`config.mk`:
```
export PLATFORM = sky130hd
export DESIGN_NAME = counter_flopen
export DESIGN_NICKNAME = d
export VERILOG_FILES = /design/src/rtl/counter_flopen.sv
export SDC_FILE = /design/constraint.sdc
export NUM_CORES = 1
export LEC_CHECK = 0
export BUFFER_PORTS_ARGS = -buffer_cell sky130_fd_sc_hd__buf_4
export CAP_MARGIN = 10
export CELL_PAD_IN_SITES_DETAIL_PLACEMENT = 0
export CELL_PAD_IN_SITES_GLOBAL_PLACEMENT = 1
export CORE_MARGIN = 4
export CORE_UTILIZATION = 33
export CTS_CLUSTER_SIZE = 12
export DETAILED_ROUTE_END_ITERATION = 16
export PLACE_DENSITY = 0.91
export SETUP_SLACK_MARGIN = 0.5
export SLEW_MARGIN = 20
export SYNTH_ARGS = -nofsm -noshare
export SYNTH_HDL_FRONTEND = slang
export SYNTH_SLANG_ARGS = --single-unit
```
`constraint.sdc`:
```
create_clock -name clk -period 2.9 [get_ports clk]
set_clock_uncertainty 0.15 [all_clocks]
set_input_delay 0.29 -clock clk [delete_from_list [all_inputs] [get_ports clk]]
set_output_delay 0.29 -clock clk [all_outputs]
set_load 0.03 [all_outputs]
```
`src/rtl/counter_flopen.sv`:
```
// counter_flopen: up-counter with terminal-count flags plus enabled load register; define COUNTER_FLOPEN_SATURATE_EN to make the counter saturate.
module counter_flopen #(
  parameter int CNT_WIDTH = 5,
  parameter int DATA_WIDTH = 8,
  parameter int TC_SHORT = 7,
  parameter int TC_LONG = (1 << CNT_WIDTH) - 1
) (
  input  logic                  clk,
  input  logic                  reset,
  input  logic                  CntEn,
  input  logic                  CntClr,
  output logic [CNT_WIDTH-1:0]  Count,
  output logic                  LastShort,
  output logic                  LastLong,
  input  logic                  LoadEn,
  input  logic [DATA_WIDTH-1:0] D,
  output logic [DATA_WIDTH-1:0] Q
);
  localparam logic [CNT_WIDTH-1:0] tc_short = CNT_WIDTH'(TC_SHORT);
  localparam logic [CNT_WIDTH-1:0] tc_long = CNT_WIDTH'(TC_LONG);
  logic [CNT_WIDTH-1:0] cnt_d, cnt_q;
  logic [DATA_WIDTH-1:0] q_d, q_q;
  logic inc;
  always_comb begin
`ifdef COUNTER_FLOPEN_SATURATE_EN
    inc = CntEn && !(&cnt_q);
`else
    inc = CntEn;
`endif
    cnt_d = CntClr ? '0 : inc ? cnt_q + CNT_WIDTH'(1) : cnt_q;
    q_d = LoadEn ? D : q_q;
  end
  always_ff @(posedge clk) begin
    if (reset) begin
      cnt_q <= '0;
      q_q <= '0;
    end else begin
      cnt_q <= cnt_d;
      q_q <= q_d;
    end
  end
  assign Count = cnt_q;
  assign Q = q_q;
  assign LastShort = cnt_q == tc_short;
  assign LastLong = cnt_q == tc_long;
endmodule

```
Yosys cells after proc, flatten, opt, wreduce, memory -nomap -nowiden
Cells that the tools add are included.
Widths: inputs -> output; s select.
{"block": "word_totals", "regBits": 13, "latch_bits": 0, "ram_bits": 0, "mem_bits_ro": 0, "inputBits": 13, "elab_cells": 6, "memories": 0}
{"block": "op_classes", "addsub": 1, "multipliers": 0, "n_div": 0, "order_cmp": 0, "eq_ne": 2, "shifts": 0, "mux": 0, "bitwise_logic": 0, "n_reduce_logical": 1}
{"op": "$add 5x1->5 const B", "count": 1}
{"op": "$eq 5x3->1 const B", "count": 1}
{"op": "$eq 5x5->1 const B", "count": 1}
{"op": "$reduce_or 2->1", "count": 1}

Longest topological paths before layout
Gate-level depths: netlist of run 1.
{"block": "logic_depth", "depth_word": 1, "depth_mapped": 5, "mapped_depth_nobuf": 5}

Least setup slack after synthesis of run 1
OpenSTA, ideal clock, no wires.
{"block": "synth_timing", "path_type": "register to output", "start": "reg cnt_q[0], in the netlist Count[0]", "end": "out LastShort", "arrival_ns": 1.533, "required_ns": 2.460, "path_slack_ns": 0.927, "path_stages_with_launch": 4, "path_buffers": 0, "path_cell_list": "dfxtp_1 > ha_1 > nand2_1 > nor3_1"}
{"block": "synth_via", "elab_chain_cells": 1}
{"element": "start: declaration", "line": "21", "source": "logic [CNT_WIDTH-1:0] cnt_d, cnt_q;"}
{"element": "start signal: assignment", "line": "38", "source": "cnt_q <= cnt_d;"}
{"element": "$eq 5x3->1", "line": "44", "source": "assign LastShort = cnt_q == tc_short;"}
{"element": "end: declaration", "line": "13", "source": "output logic LastShort,"}
No other way between the ends.

Final worst setup path of run 1
{"block": "layout_timing", "start": "reg cnt_q[0], in the netlist Count[0]", "end": "out LastLong"}
{"block": "layout_via", "elab_chain_cells": 1}
{"element": "$eq 5x5->1", "line": "45", "source": "assign LastLong = cnt_q == tc_long;"}
{"element": "end: declaration", "line": "14", "source": "output logic LastLong,"}
No other way between the ends.

==> run metrics, run 1 <==
status finished, final reports clean; first-pass GRT wire length 1780 um; crit-path max FO 4; WHS Path Cells 3; dpl hpwl 856.8 um; drt first-iter violations 5; clock slew at reported path FFs 0.07 ns; Final Slew Violations 0; sequential area share after synthesis 47.93%; Hold Path Origin D[6]; maximum VDD drop 209.7 uV; Residual DRC 0; Port Buffers 27; worst setup margin 1.084 ns; leak pwr 0.0004034 uW; Crit Reg-Reg Endpoint Count[4]; Hold Vio Cnt, Final 0; Hold-fix buffers, CTS 0; synthesized netlist cell count 51; num rows 14; Final nets 95; Die Height 48.57 um; share of layout cells above drive strength 1 43.04%; post-cts repair resize count 0; clock latency on the worst-skew pair 0.26 ns; Synth Cell Area 543.0 um2; Critical Path Sink Type output pin; CTS tree built; Area Overhead vs Synth 41.47%; Core ar. 1524 um2; RSZ-0062 raised after global routing no; Die X 48.57 um; All-Layer GR Usage 9.142%; worst hold path endpoint Q[6]; type of origin of the critical path register; clk buf depth 2; Via density 4.621; final setup vio count 0; PwrDens 461.5 nW/um2; reg2reg setup slack 1.41 ns; postcts setup bufs 0; worst slew pin tran 0.1776 ns; Filler cells 150; dpl ws 1.360 ns; Initial Util 35.63%; f_max 0.5506 GHz; n_diodes 0; H-Tree Depth 1; WL per Instance 11.21 um; critical path data arrival time 1.38 ns; Syn. warnings 0; Max-cap violations 0; I/O pins 28; vias in the first global route 428; initial antenna violation count 0; Sink Count 13; Worst EP required 2.46 ns; register bit total from synthesis 13; worst r2r src Count[0]; CP Class register to output pin; Synth cell types 18; number of iterations in the first detailed-routing pass 2; fin crit period 1.816 ns; largest net degree at the start of global routing 12; WL final 1065 um; Num CTS Buffers 3; R2R depth 5; setup TNS 0 ns; commonest non-fill, non-tap cells in the layout 27 x buf_4, 13 x dfxtp_1, 11 x nor2_1, 10 x mux2i_1, 3 x clkbuf_4; Final ANT Viol Nets 0; CTS root buffer clkbuf_4; Final Wtd Congestion 0.6444; final period utilization 62.63%; Max-Slew Margin vs Limit 88.14%; GRT overflow 0; vias 439; most common cell after layout, fill and taps aside buf_4; syn_nets 66; Mean Syn Cell Area 10.65 um2; Worst Hold Class input port to register; die area 2359 um2
==> cell type report <==
class / count / area [um2] / share of cell area [%]
clock buffers: 4 / 26.28 / 3.420
well taps: 16 / 20.02 / 2.606
multi-input cells: 35 / 259.0 / 33.71
flip-flops and latches: 13 / 260.3 / 33.88
repair buffers: 27 / 202.7 / 26.38
==> per-layer routing <==
| metal | global-route usage (%) | share of wire, % | vias to the layer above |
|---|---|---|---|
| li1 | - | - | 229 |
| met1 | 11.21 | 45 | 198 |
| met2 | 14.13 | 49 | 12 |
| met3 | 1.534 | 6.1 | 0 |
| met4 | 6.726 | 0 | 0 |
| met5 | 0 | 0 | - |
==> state kept, by name, indices dropped and copies added (netlist names) <==
name / count
Q: 8
Count: 5
==> per-stage QoR <==
| stage | total power, uW | instance area, um2 | utilization, % | hold WS, ns | instances |
|---|---|---|---|---|---|
| 6_report | 354.5 | 768.2 | 50.41 | 0.1042 | 95 |
| 5_1_grt | 373.2 | 768.2 | 50.41 | 0.1182 | 95 |
| 4_1_cts | 360.6 | 768.2 | 50.41 | 0.1025 | 95 |
| 3_5_place_dp | 255.6 | 742.0 | 48.69 | 0.3295 | 91 |
| 3_3_place_gp | 254.4 | 742.0 | 48.69 | 0.3277 | 91 |
| 2_1_floorplan | 230.2 | 543.0 | - | 0.2872 | 51 |
==> worst max-delay path: stages, from the launching register on <==
cell     delay, ns
dfxtp_1       0.35
ha_1          0.24
and3_1        0.19
ha_1          0.17
buf_4         0.16
==> worst max-delay path by stage <==
stage,startpoint,cells past startpoint,slack (ns),end
3_3_place_gp,Count[0],4,1.37,LastLong
3_5_place_dp,Count[0],4,1.36,LastLong
5_1_grt,Count[0],4,1.02,LastLong
4_1_cts,Count[0],4,1.06,LastLong
6_report,Count[0],4,1.08,LastLong
2_1_floorplan,Count[0],3,0.93,LastShort
==> cell usage after synthesis (all sizes together) <==
library cell / number / area share [%]
and3: 1 / 1.2
or2: 1 / 1.2
a21bo: 1 / 1.8
nand4: 1 / 2.3
nor3: 2 / 1.8
nand3b: 1 / 1.4
xnor2: 1 / 1.6
mux2i: 10 / 18
ha: 2 / 4.6
mux2: 1 / 2.8
nor2: 11 / 7.6
a21oi: 1 / 0.92
nor3b: 1 / 1.4
buf: 3 / 4.4
nand2: 1 / 0.69
dfxtp: 13 / 48
==> report_power, final <==
part           internal (uW)  switching [uW]
Sequential               186            4.27
Clock                   53.1            51.1
Combinational           28.6            31.5
Total                    268            86.8
==> cell families after synthesis <==
kind of cell             Yosys count  share of synthesized area [%]
AND/OR/NAND/NOR                   19                          17.51
flip-flops                        13                          47.93
multiplexers                      11                          21.20
buffers and inverters              3                          4.377
AO/OA/AOI/OAI                      2                          2.764
adder cells (fa/ha/maj)            2                          4.608
XOR/XNOR                           1                          1.613
Power figures use the tool's default switching activity.
==> inputs of run 2 (changes only) <==
- CORE_UTILIZATION: 33 -> 30
- PLACE_DENSITY: 0.91 -> 0.84
- clock period: 2.9 -> 1.75 ns (I/O delays scaled with it)
==> run 2 against run 1 <==
Effect of this change: die area grew 8.3%; sequential power up 65%; highest routed layer unchanged; critical endpoint unchanged; largest cell class is now non-clock buffers; sequential share of layout area shrank 5.8 points; cell count up 23%; via count increased by 14%; first-iteration DRC count fell by 40%; wire length increased by 18%; critical path depth is the same; sequential cell count unchanged; utilization is 5.6 points higher; largest power group unchanged.
==> run metrics, run 2 (synthesis gave the netlist of run 1 again) <==
status finished, final reports clean; H-Tree Depth 1 (unchanged); Setup crit start Count[1]; number of iterations in the first detailed-routing pass 4 (+2); Max-Slew Margin vs Limit 80.91% (-7.2 points); clk buf depth 2 (unchanged); fin crit period 1.564 ns; Worst EP required 1.42 ns (-1.04 ns); largest net degree at the start of global routing 9 (-3); first-pass GRT wire length 2014 um (+13%); worst path cell trace ha_4, and3_4, ha_4, buf_6; GRT overflow 0 (unchanged); initial antenna violation count 0 (unchanged); Sink Count 13 (unchanged); RSZ-0062 raised after global routing yes; Residual DRC 0 (unchanged); most common cell after layout, fill and taps aside buf_4; final period utilization 89.36%; vias 502 (+14%); CTS tree built; CP Buf/Inv Count 1 (unchanged); Final Slew Violations 0 (unchanged); crit-path max FO 3 (-1); Design Power 615.0 uW (+73%); CP top delay family flip-flops; clock slew at reported path FFs 0.08 ns (about the same); maximum VDD drop 466.8 uV (+120%); critical path's slowest cell dfxtp_4; PwrDens 635.9 nW/um2 (+38%); share of layout cells above drive strength 1 51.09% (+8.0 points); die area 2555 um2 (+8.3%); type of origin of the critical path register; Core ar. 1727 um2 (+13%); dpl hpwl 852.6 um (-0.49%); CP max stage delay 0.36 ns (about the same); Final Wtd Congestion 0.6430 (-0.22%); WL final 1259 um (+18%); Die X 50.55 um (+4.1%); All-Layer GR Usage 10.35% (+1.2 points); GRT busiest layer met2; GR Layer Usage met1 11.62% (+0.40 points); grt met3 use 4.748% (+3.2 points); num rows 15 (+1); Max-cap violations 0 (unchanged); Initial Util 31.45% (-4.2 points); commonest non-fill, non-tap cells in the layout 27 x buf_4, 11 x nor2_1, 10 x mux2i_1, 9 x dlygate4sd3_1, 8 x dfxtp_1; Worst Hold Class input port to register; met2 Usage GRT 17.61% (+3.5 points); leak pwr 0.0004603 uW (+14%); Hold Path Origin CntEn; Port Buffers 27 (unchanged); Num CTS Buffers 3 (unchanged); worst slew pin tran 0.2854 ns (+0.1077 ns); Hold Vio Cnt, Final 0 (unchanged); WL per Instance 10.76 um (-4.0%); Crit path top cell by count ha_4; Die Height 50.55 um (+4.1%); CP Class register to output pin; f_max 0.6395 GHz; setup TNS 0 ns (unchanged); Via density 4.291 (-7.2%); Area Overhead vs Synth 78.11%; Final ANT Viol Nets 0 (unchanged); max FFs per register 8 (unchanged); Critical Path Sink Type output pin; Final nets 108 (+14%); clock latency on the worst-skew pair 0.27 ns (about the same); drt first-iter violations 3 (-2); critical path data arrival time 1.24 ns (-0.14 ns); I/O pins 28 (unchanged); final setup vio count 0 (unchanged); worst r2r src Count[1]; vias in the first global route 458 (+7.0%); CTS root buffer clkbuf_4; n_diodes 0 (unchanged)
run 2: cell types whose count changed in the layout (fill, tap and decap cells not counted):
cell           previous run  this run
dlygate4sd3_1             0         9
dfxtp_1                  13         8
buf_6                     0         4
dfxtp_2                   0         3
dfxtp_4                   0         2
ha_1                      2         0
ha_4                      0         2
and3_1                    1         0
and3_4                    0         1
nor3_1                    2         1
nor3_4                    0         1
run 2: path summary, 6_finish.rpt:
kind         slack, ns       end  cells past startpoint
max               0.19  LastLong                      4
min               0.06  Count[1]                      3
max reg2reg       0.43  Count[4]                      5
min reg2reg       0.34      Q[3]                      2
run 2: repair_timing:
action                                 CTS  global route
endpoints found under the hold margin    8             0
setup buffers                            3             1
hold buffers                             9             0
pin swaps                                2             1
setup endpoints to repair                4             5
resized for setup                        3             2
run 2: worst reg2reg max path, stage by stage, from the launching register on:
cell	delay (ns)
dfxtp_4	0.36
ha_4	0.16
and3_4	0.18
ha_4	0.20
mux2i_1	0.12
nor2_1	0.05
run 2: stage by stage:
| stage | hold slack, ns | setup slack (ns) | instances | area, um2 | utilization (%) |
|---|---|---|---|---|---|
| 6_report | 0.06042 | 0.1863 | 117 | 967.2 | 56.01 |
| 4_1_cts | 0.05714 | 0.1720 | 116 | 952.2 | 55.14 |
| 3_3_place_gp | 0.2637 | 0.4329 | 100 | 804.5 | 46.59 |
| 5_1_grt | 0.05844 | 0.1420 | 117 | 967.2 | 56.01 |
| 3_5_place_dp | 0.2710 | 0.4128 | 100 | 804.5 | 46.59 |
| 2_1_floorplan | 0.1722 | 0.3849 | 51 | 594.3 | - |
run 2: power breakdown:
group	internal (uW)	switching, uW
sequential	306	6.88
clock	88.3	92.4
combinational	63.9	57.4
total	458	157
run 2: per-layer routing:
layer / routed length (um) / part of all wire [%] / vias up
li1: - / - / 257
met1: 521 / 41 / 223
met2: 615 / 49 / 22
met3: 123 / 9.8 / 0
met4: 0 / 0 / 0
met5: 0 / 0 / -
run 2: layout make-up:
type                       count  area [um2]
fill                         166       759.5
multi-input combinational     35       300.3
clock buffer                   4       26.28
timing repair buffer          40       337.8
tap                           25       31.28
sequential                    13       271.5
==> inputs of run 3 (changes only) <==
- ABC_AREA: unset -> 1
- CORE_UTILIZATION: 30 -> 27
==> run 3 against run 2 <==
Effect of this change: area after synthesis shrank 7.8%; global-route usage grew 1.5 points; critical endpoint unchanged; sequential cell count is the same; die area grew 2.0%; largest cell class unchanged; combinational power is essentially flat; sequential share of layout area grew 0.67 points; register-to-register slack gained 0.09 ns.
==> run metrics, run 3 <==
n_diodes 0 (unchanged); synth top area cells dfxtp_1 52%, nor2_1 16%, o21ai_0 9.0%; crit-path max FO 2 (-1); Worst EP required 1.42 ns (about the same); Area Overhead vs Synth 88.75%; Max-cap violations 0 (unchanged); Residual DRC 0 (unchanged); drt first-iter violations 1 (-2); number of iterations in the first detailed-routing pass 4 (unchanged); RSZ-0062 raised after global routing yes; vias 560 (+12%); Mean Syn Cell Area 7.583 um2 (-29%); Filler cells 169 (+1.8%); Hold Vio Cnt, Final 0 (unchanged); biggest area consumer among synthesized cells dfxtp_1; max FFs per register 8 (unchanged); worst slew pin tran 0.2379 ns (-0.04747 ns); synth cell count leaders 21 x nor2_1, 13 x dfxtp_1, 10 x nand2_1; vias in the first global route 564 (+23%); critical path data arrival time 1.16 ns (-0.08 ns); top-area cell type share of the netlist area 52.00% (+4.1 points); WL final 1375 um (+9.2%); clock latency on the worst-skew pair 0.26 ns (about the same); Critical Path Sink Type output pin; clk buf depth 2 (unchanged); H-Tree Depth 1 (unchanged); PwrDens 655.3 nW/um2 (+3.0%); CP Class register to output pin; Initial Util 28.67% (-2.8 points); hold_ws 0.009807 ns (-0.05061 ns); Port Buffers 27 (unchanged); CTS tree built; Sink Count 13 (unchanged); largest net degree at the start of global routing 10 (+1); number of flops mapped to enable cells by yosys 0 (unchanged); Synth cell types 10 (-8); FFs w/ async S/R, synth 0% (unchanged); initial antenna violation count 0 (unchanged); Worst Hold Class input port to register; most common cell in the netlist nor2_1; clock slew at reported path FFs 0.08 ns (about the same); Final ANT Viol Nets 0 (unchanged); type of origin of the critical path register; Via density 4.179 (-2.6%); status finished, final reports clean; top_reg_cell synth dfxtp_1; Syn. warnings 0 (unchanged); Synth Cell Area 500.5 um2 (-7.8%); die area 2607 um2 (+2.0%); commonest non-fill, non-tap cells in the layout 27 x buf_4, 20 x nor2_1, 9 x o21ai_0, 9 x nand2_1, 9 x dlygate4sd3_1; GRT overflow 0 (unchanged); sequential area share after synthesis 52.00% (+4.1 points); syn_nets 81 (+23%); Max-Slew Margin vs Limit 84.12% (+3.2 points); setup TNS 0 ns (unchanged); fin crit period 1.482 ns (-0.08126 ns); most common cell after layout, fill and taps aside buf_4; Final nets 125 (+16%); I/O pins 28 (unchanged); first-pass GRT wire length 2325 um (+15%); Num CTS Buffers 3 (unchanged); maximum VDD drop 402.7 uV (-14%); leak pwr 0.0004408 uW (-4.2%); CTS root buffer clkbuf_4; Final Slew Violations 0 (unchanged); final setup vio count 0 (unchanged); dpl hpwl 948.4 um (+11%); register bit total from synthesis 13 (unchanged); share of layout cells above drive strength 1 41.28% (-9.8 points); WL per Instance 10.26 um (-4.6%); final period utilization 84.71% (-4.6 points); Core ar. 1745 um2 (+1.1%); All-Layer GR Usage 11.80% (+1.5 points); Die Height 51.06 um (+1.0%); f_max 0.6746 GHz (+5.5%); Final Wtd Congestion 0.6805 (+5.8%); num rows 15 (unchanged); synthesized netlist cell count 66 (+29%); Die X 51.06 um (+1.0%)
## run 3: path summary, 6_finish.rpt
path	start	end	slack (ns)	cells after the start
worst max-delay path	Count[0]	LastLong	0.27	5
worst min-delay path	CntClr	Count[3]	0.01	4
worst max register to register	Count[0]	Count[4]	0.52	6
worst min register to register	Q[4]	Q[4]	0.35	2
## run 3: what timing repair did
action                     in CTS  in global routing
setup buffers                   3                  0
pin swaps                       4                  0
hold buffers                    9                  0
setup endpoints to repair       3                  6
hold endpoints to repair        9                  0
resized for setup               3                  4
## run 3: critical path, stage by stage, from the launching register on
cell and delay, ns:
dfxtp_4 0.36, ha_4 0.16, nand2_4 0.07, nor2_4 0.04, ha_4 0.14, buf_6 0.13
## run 3: layout make-up
| cell class | count | area, um2 | area share (%) |
|---|---|---|---|
| Tap cell | 25 | 31.28 | 3.311 |
| Inverter | 5 | 18.77 | 1.987 |
| Multi-Input combinational cell | 48 | 270.3 | 28.61 |
| Sequential cell | 13 | 271.5 | 28.74 |
| Timing Repair Buffer | 39 | 326.6 | 34.57 |
| Clock buffer | 4 | 26.28 | 2.781 |
## run 3: kinds of logic after synthesis
kind of cell | share of synthesized area, %
buf+inv | 3.750
simple gates | 25.50
xor+xnor | 1.750
fa+ha+maj | 4.999
flops | 52.00
compound gates | 12.00
## run 3: power by group
group          leakage (uW)  switching, uW  total (uW)  internal (uW)
registers          0.000110           7.91         316            308
clock network     0.0000150           91.9         180           88.0
logic              0.000316           63.4         123           60.0
total              0.000441            163         619            456
## run 3: layer usage
layer | up-vias | routed length, um | track usage, %
met5 | - | 0 | 0
met4 | 0 | 14 | 5.381
met3 | 2 | 91 | 2.041
met2 | 21 | 678 | 22.32
met1 | 241 | 590 | 12.48
li1 | 296 | - | -
## run 3: through the flow
| stage | setup slack, ns | cell area [um2] | instances | total power, uW | utilization [%] |
|---|---|---|---|---|---|
| floorplan | 0.4128 | 545.5 | 66 | 373.0 | - |
| global placement | 0.4777 | 779.5 | 118 | 424.2 | 44.66 |
| detailed placement | 0.4532 | 779.5 | 118 | 425.4 | 44.66 |
| CTS | 0.2599 | 932.1 | 134 | 621.7 | 53.41 |
| global route | 0.2094 | 944.7 | 134 | 658.5 | 54.12 |
| finish | 0.2675 | 944.7 | 134 | 619.0 | 54.12 |
